--- src/rtl/gate_sweep_ctrl.sv ---
// Exhaustive sweep sequencer for a small combinational gate: drives every input vector,
// waits a settle time, samples the gate output and grades the measured truth table.
module gate_sweep_ctrl #(
    parameter int unsigned        N_IN   = 2,
    parameter int unsigned        SETTLE = 3,
    parameter logic [2**N_IN-1:0] EXPECT = 4'b1110
) (
    input  logic                clk,
    input  logic                rst_n,
    input  logic                start,
    input  logic                abort,
    input  logic                dut_out,
    output logic [N_IN-1:0]     dut_in,
    output logic                busy,
    output logic                done,
    output logic                pass,
    output logic [2**N_IN-1:0]  truth_table,
    output logic [N_IN:0]       mismatch_cnt
);

    localparam int unsigned    NVec       = 2**N_IN;
    localparam int unsigned    IdxW       = N_IN + 1;
    localparam logic [IdxW-1:0] LastIdx   = IdxW'(NVec - 1);
    localparam logic [7:0]     SettleInit = 8'(SETTLE - 1);

    typedef enum logic [2:0] {
        StIdle,
        StDrive,
        StWait,
        StSample,
        StFinish
    } state_e;

    state_e            state_q, state_d;
    logic [IdxW-1:0]   idx_q, idx_d;
    logic [7:0]        cnt_q, cnt_d;
    logic [N_IN-1:0]   dut_in_q, dut_in_d;
    logic              busy_q, busy_d;
    logic              done_q, done_d;
    logic              pass_q, pass_d;
    logic [NVec-1:0]   table_q, table_d;
    logic [N_IN:0]     mism_q, mism_d;

    function automatic logic [N_IN:0] popcount(input logic [NVec-1:0] v);
        logic [N_IN:0] c;
        c = '0;
        for (int i = 0; i < int'(NVec); i++) begin
            c = c + (N_IN+1)'(v[i]);
        end
        return c;
    endfunction

    always_comb begin
        state_d  = state_q;
        idx_d    = idx_q;
        cnt_d    = cnt_q;
        dut_in_d = dut_in_q;
        busy_d   = busy_q;
        done_d   = 1'b0;
        pass_d   = pass_q;
        table_d  = table_q;
        mism_d   = mism_q;

        unique case (state_q)
            StIdle: begin
                if (start && !abort) begin
                    state_d  = StDrive;
                    idx_d    = '0;
                    table_d  = '0;
                    pass_d   = 1'b0;
                    mism_d   = '0;
                    dut_in_d = '0;
                    busy_d   = 1'b1;
                end
            end
            StDrive, StWait, StSample: begin
                if (abort) begin
                    // Partial table is kept for debug; the sweep is simply dropped.
                    state_d  = StIdle;
                    dut_in_d = '0;
                    busy_d   = 1'b0;
                    pass_d   = 1'b0;
                end else if (state_q == StDrive) begin
                    cnt_d   = SettleInit;
                    state_d = StWait;
                end else if (state_q == StWait) begin
                    if (cnt_q == 8'd0) begin
                        state_d = StSample;
                    end else begin
                        cnt_d = cnt_q - 8'd1;
                    end
                end else begin
                    table_d[idx_q[N_IN-1:0]] = dut_out;
                    if (idx_q == LastIdx) begin
                        // Grade from the table including this final sample so the
                        // verdict is already valid while done is high.
                        state_d = StFinish;
                        busy_d  = 1'b0;
                        done_d  = 1'b1;
                        pass_d  = (table_d == EXPECT);
                        mism_d  = popcount(table_d ^ EXPECT);
                    end else begin
                        idx_d    = idx_q + 1'b1;
                        dut_in_d = N_IN'(idx_q + 1'b1);
                        state_d  = StDrive;
                    end
                end
            end
            StFinish: begin
                state_d = StIdle;
            end
            default: begin
                state_d = StIdle;
            end
        endcase
    end

    always_ff @(posedge clk) begin
        if (!rst_n) begin
            state_q  <= StIdle;
            idx_q    <= '0;
            cnt_q    <= '0;
            dut_in_q <= '0;
            busy_q   <= 1'b0;
            done_q   <= 1'b0;
            pass_q   <= 1'b0;
            table_q  <= '0;
            mism_q   <= '0;
        end else begin
            state_q  <= state_d;
            idx_q    <= idx_d;
            cnt_q    <= cnt_d;
            dut_in_q <= dut_in_d;
            busy_q   <= busy_d;
            done_q   <= done_d;
            pass_q   <= pass_d;
            table_q  <= table_d;
            mism_q   <= mism_d;
        end
    end

    assign dut_in       = dut_in_q;
    assign busy         = busy_q;
    assign done         = done_q;
    assign pass         = pass_q;
    assign truth_table  = table_q;
    assign mismatch_cnt = mism_q;

endmodule
--- config.mk ---
export PLATFORM = sky130hd
export DESIGN_NAME = gate_sweep_ctrl
export DESIGN_NICKNAME = d
export VERILOG_FILES = /design/src/rtl/gate_sweep_ctrl.sv
export SDC_FILE = /design/constraint.sdc
export NUM_CORES = 1
export LEC_CHECK = 0
export ABC_AREA = 1
export CAP_MARGIN = 20
export CORE_UTILIZATION = 45
export CTS_CLUSTER_SIZE = 25
export DETAILED_ROUTE_END_ITERATION = 16
export MAX_ROUTING_LAYER = met4
export PLACE_DENSITY_LB_ADDON = 0.08
export SLEW_MARGIN = 25
export SYNTH_ARGS = -nofsm -noshare
export SYNTH_HDL_FRONTEND = slang
export SYNTH_SLANG_ARGS = --single-unit
--- constraint.sdc ---
create_clock -name clk -period 2.3 [get_ports clk]
set_input_delay 0.345 -clock clk [delete_from_list [all_inputs] [get_ports clk]]
set_output_delay 0.345 -clock clk [all_outputs]
set_load 0.1 [all_outputs]
Yosys cells after proc, flatten, opt, wreduce, memory -nomap -nowiden. Cells that the tools add are included.

$add $sub $neg: 5. Magnitude comparators: 2. Eq/ne operators: 17. Multiplexer cells: 48. Bitwise logic cells: 4. Reductions and logical operators: 16.

Operators with widths (count): $mux 3 (15); $mux 8 (3); $pmux 3 s2 (3); $mux 4 (4); $reduce_and 5->1 (3); $ne 2x2->1 const B (7); $mux 1 (12); $ne 3x3->1 const B (4); $reduce_and 6->1 (2); $mux 2 (5); $eq 3x2->1 const B (3); $logic_not 8->1 (1); $pmux 4 s2 (1); $sub 8x1->8 const B (1); $ne 5x5->1 const B (1); $reduce_or 5->1 (1); $bwmux 4 (1); $eq 4x4->1 const B (1); $pmux 1 s2 (2); $pmux 2 s2 (1); $reduce_and 4->1 (1); $reduce_bool 2->1 (2); $add 2x1->3 (1); $add 3x1->3 (1); 13 further kinds (16).

Register bits after elaboration: 26. Input port bits: 5. Output and inout port bits: 12. Word-level logic and storage cells: 101.

Depth between registers and ports, before layout.
Depth in word-level cells: 14. Gate-level depth with buffers: 10. Depth with buffers taken out: 10.

Worst setup path before layout. OpenSTA, ideal clock, no wires.

Kind: flip-flop to flip-flop. Start point: reg table_q[1], in the netlist truth_table[1]. End point: reg mism_q[1], in the netlist mismatch_cnt[1]. Library setup time: 0.132 ns. Arrival: 2.401 ns. Required time: 2.168 ns. Setup slack: -0.234 ns. Stages on the path, launching flop included: 9. Path buffers: 0. Clock period less this slack: 2.534 ns. Cell sequence: dfxtp_1 inv_1 o21ai_0 inv_1 fa_1 ha_1 ha_1 nand2_1 a21oi_1.

Longest elaborated chain between the ends: 10.

RTL lines: start: declaration (RTL line 41) `logic [NVec-1:0] table_q, table_d;`; start signal: assignment (RTL line 137) `table_q <= table_d;`; $bwmux 4 (RTL line 93) `table_d[idx_q[N_IN-1:0]] = dut_out;`; $not 3->3 (no source line); $add 1x1->2 (RTL line 48) `c = c + (N_IN+1)'(v[i]);`; $add 2x1->3 (RTL line 48); $add 3x1->3 (RTL line 48); $mux 3 (RTL line 94) `if (idx_q == LastIdx) begin`; $mux 3 (RTL line 86) `end else if (state_q == StWait) begin`; $mux 3 (RTL line 83) `end else if (state_q == StDrive) begin`; $mux 3 (RTL line 77) `if (abort) begin`; $pmux 3 s2 (RTL line 64) `unique case (state_q)`; end signal: assignment (RTL line 138) `mism_q <= mism_d;`; end: declaration (RTL line 42) `logic [N_IN:0] mism_q, mism_d;`.

Every way passes these cells. The select of a mux whose other input is x is not followed. A chain may end at the register's enable or synchronous reset.

Worst setup path in the final report.
Start point: reg idx_q[0]. End point: reg mism_q[1], in the netlist mismatch_cnt[1].

Longest elaborated chain between the ends: 14. Elaborated cells between the ends (all ways): 18. Classes of those cells: add/sub (3); order compare (2); eq/ne (2); mux (8); bitwise (1); reduce/logical (2).

RTL lines: start: declaration (RTL line 35) `logic [IdxW-1:0] idx_q, idx_d;`; start signal: assignment (RTL line 131) `idx_q <= idx_d;`; $lt 2x3->1 (not written as such) / $ge 2x1->1 (equally long branches) (RTL line 93); $logic_and 1x1->1 (not written as such) (RTL line 93); $mux 1 (not written as such) (RTL line 93); $demux 1 s2 (RTL line 93); $bwmux 4 (RTL line 93); $not 3->3 (no source line); $add 1x1->2 (RTL line 48); $add 2x1->3 (RTL line 48); $add 3x1->3 (RTL line 48); $mux 3 (RTL line 94); $mux 3 (RTL line 86); $mux 3 (RTL line 83); $mux 3 (RTL line 77); $pmux 3 s2 (RTL line 64).

Parallel ways exist; a longest one is shown, timed or not. The select of a mux whose other input is x is not followed.

==> flow_summary.ini <==
[synthesis]
avgSynthCellArea_um2 = 6.64
yosysUniqueCellTypes = 23
synth_edf_count = 0
netlist_top_cells_count = 59 x nand2_1, 34 x nor2_1, 27 x inv_1
synthArstFlopShare = 0
yosysMostFrequentCell = nand2_1
synth_ff_type = dfxtp_1
synth_area_leader_cell = dfxtp_1
synthTopCellsByArea = dfxtp_1 34%, nand2_1 14%, ha_1 8.9%
ys_ff_latch = 26
seq_area_frac_synth = 0.338
synth_area_um2 = 1540
synthCells = 232
yosysTopAreaCellShare = 0.338
ys_warn_count = 0
synth_nets = 249

[clock_network]
cts_tree = built
clk_pin_slew_worst_paths_ns = 0.14
cts-root-buf = clkbuf_4
cts_max_path_buffers = 2
clk_latency_ns = 0.32
hold_buffers = 0
cts_num_sinks = 26
cts_buffers = 3
h-tree-depth = 1

[sta]
worst_slack_ns = 0.141
max_freq_mhz = 463
tns_ns = 0
skew_ns = 0.00159
fin_crit_sh = 0.939
finalMaxSlewViolations = 0
period_needed_ns = 2.16
rsz0062_at_grt = no
worst_pin_slew_ns = 0.350
relSlewSlack = 0.767
hold_violations = 0
setup_viol = 0

[drt]
via_per_inst = 4.81
wl_mm = 3.22
route.vias.total = 1433
wl_per_cell_um = 10.8
antenna_left = 0
drc_errors = 0
dr.pass1.iters = 4
drtIter0Drc = 87

[global_routing]
grt_use_met2 = 0.286
grt_max_degree = 18
top_usage_layer = met1
grt_antenna_before_repair = 0
met3_usage = 0.0277
grtUsageTotal = 0.201
grt_pass1_wl_mm = 5.43
grt_pass1_vias = 1225
grtUsageMet1 = 0.293
gr-total-overflow = 0

[floorplan]
start_util = 0.489
io_pins = 17
die_x_um = 60.5
core_area_um2 = 3150
die_area_um2 = 3660
die_h_um = 60.5
fp-row-count = 20

[pwr]
total_power_mw = 1.09
power.leakage_nw = 0.792
p_clk_frac = 0.214
seq_power_share = 0.456
switching_share = 0.370
comb_power_share = 0.330
intPower_uw = 686
power_density_nw_per_um2 = 608
vdd_drop_max_uv = 229
p_switching_uw = 403

[worst_hold_path]
hold_path.startpoint = busy
min_delay_worst_endpoint = busy
hp-class = reg -> reg
hold_depth = 2

[cells_and_area]
antenna_cells = 0
multi_input_area_um2 = 896
fillers = 342
seqCellArea_um2 = 524
synthToLayoutAreaGrowth_pct = 16.2
drive_gt1_frac = 0.150
nets = 272

[setup_path]
critPathMaxFanout = 4
reg2reg_to = mismatch_cnt[1]
critPathRequiredTime_ns = 2.56
r2r_slack_ns = 0.14
end_kind = flop
cp.arrival_ns = 2.42
crit_type = reg -> reg
r2r.worst_path.cells = 8
reg2reg_from = idx_q[0]
cp-start-kind = flop

[placement]
gp_congestion = 0.860
pre_cts_ws_ns = -0.0147
io_buffers = 16
dp_hpwl_mm = 2.44

[status]
status = finished, final reports clean

[run]
maxCapViolCount = 0
==> critical path: stages, from the launching register on <==
cell     delay (ns)
dfxtp_1        0.41
inv_1          0.12
ha_1           0.23
o21a_1         0.21
fa_1           0.48
ha_1           0.21
ha_1           0.26
nand2_1        0.05
a21oi_1        0.13
==> stage by stage <==
stage                     instance area [um^2]  hold WS, ns  utilization  instances
after floorplan                           1550        0.440            -        232
after global placement                    1760        0.454        0.557        294
after detailed placement                  1760        0.454        0.557        294
after CTS                                 1790        0.475        0.568        298
after global routing                      1790        0.487        0.568        298
final                                     1790        0.471        0.568        298
==> power by group through the flow <==
stage | Combinational (mW) | Sequential, mW | Clock, mW
6_report | 0.359 | 0.497 | 0.233
5_1_grt | 0.405 | 0.502 | 0.270
4_1_cts | 0.360 | 0.498 | 0.248
3_5_place_dp | 0.359 | 0.507 | 0
3_3_place_gp | 0.359 | 0.507 | 0
2_1_floorplan | 0.211 | 0.575 | 0
==> state kept, by name, summed over array words and instances, names as in the netlist <==
name          cells
done              1
busy              1
pass              1
cnt_q             8
truth_table       4
mismatch_cnt      3
idx_q             3
state_q           3
dut_in            2
==> how the worst max path moves through the flow <==
stage | from | endpoint | slack [ns] | depth (start not counted)
6_report | idx_q[0] | mismatch_cnt[1] | 0.14 | 8
5_1_grt | idx_q[1] | mismatch_cnt[1] | 0.02 | 9
4_1_cts | idx_q[1] | mismatch_cnt[1] | 0.10 | 9
3_5_place_dp | dut_out | mismatch_cnt[1] | -0.01 | 10
3_3_place_gp | dut_out | mismatch_cnt[1] | 0.003 | 10
2_1_floorplan | truth_table[1] | mismatch_cnt[1] | 0.08 | 8
==> repair_timing <==
action | in CTS | in global routing
endpoints found under the setup margin | 0 | 1
setup buffers | 0 | 0
resized for setup | 0 | 1
==> cells in the final DEF, fill, tap and decap left out, drive strengths merged, types with 3 or more instances in the layout <==
| cell type | n |
|---|---|
| clkbuf | 4 |
| buf | 17 |
| inv | 30 |
| a21oi | 22 |
| nand4 | 7 |
| ha | 11 |
| dfxtp | 26 |
| nand2 | 63 |
| o21ai | 7 |
| nand3 | 16 |
| nor2 | 39 |
| clkdlybuf4s50 | 4 |
| o21a | 3 |
==> cells by family after synthesis <==
| kind of cell | share of synthesized area |
|---|---|
| AND/OR/NAND/NOR | 0.356 |
| buffers and inverters | 0.0812 |
| AO/OA/AOI/OAI | 0.111 |
| flip-flops | 0.338 |
| adder cells (fa/ha/maj) | 0.102 |
| XOR/XNOR | 0.0114 |
==> cell type report <==
type / count / area share
inverters: 30 / 0.0628
clock buffers: 4 / 0.0203
flip-flops and latches: 26 / 0.293
repair buffers: 21 / 0.0936
well taps: 44 / 0.0307
multi-input cells: 173 / 0.500
==> layer usage <==
metal  part of all wire  up-vias
li1                   -      788
met5                  0        -
met1               0.54      612
met4              0.015        0
met2               0.41       27
met3              0.037        6
Power figures use the tool's default switching activity.
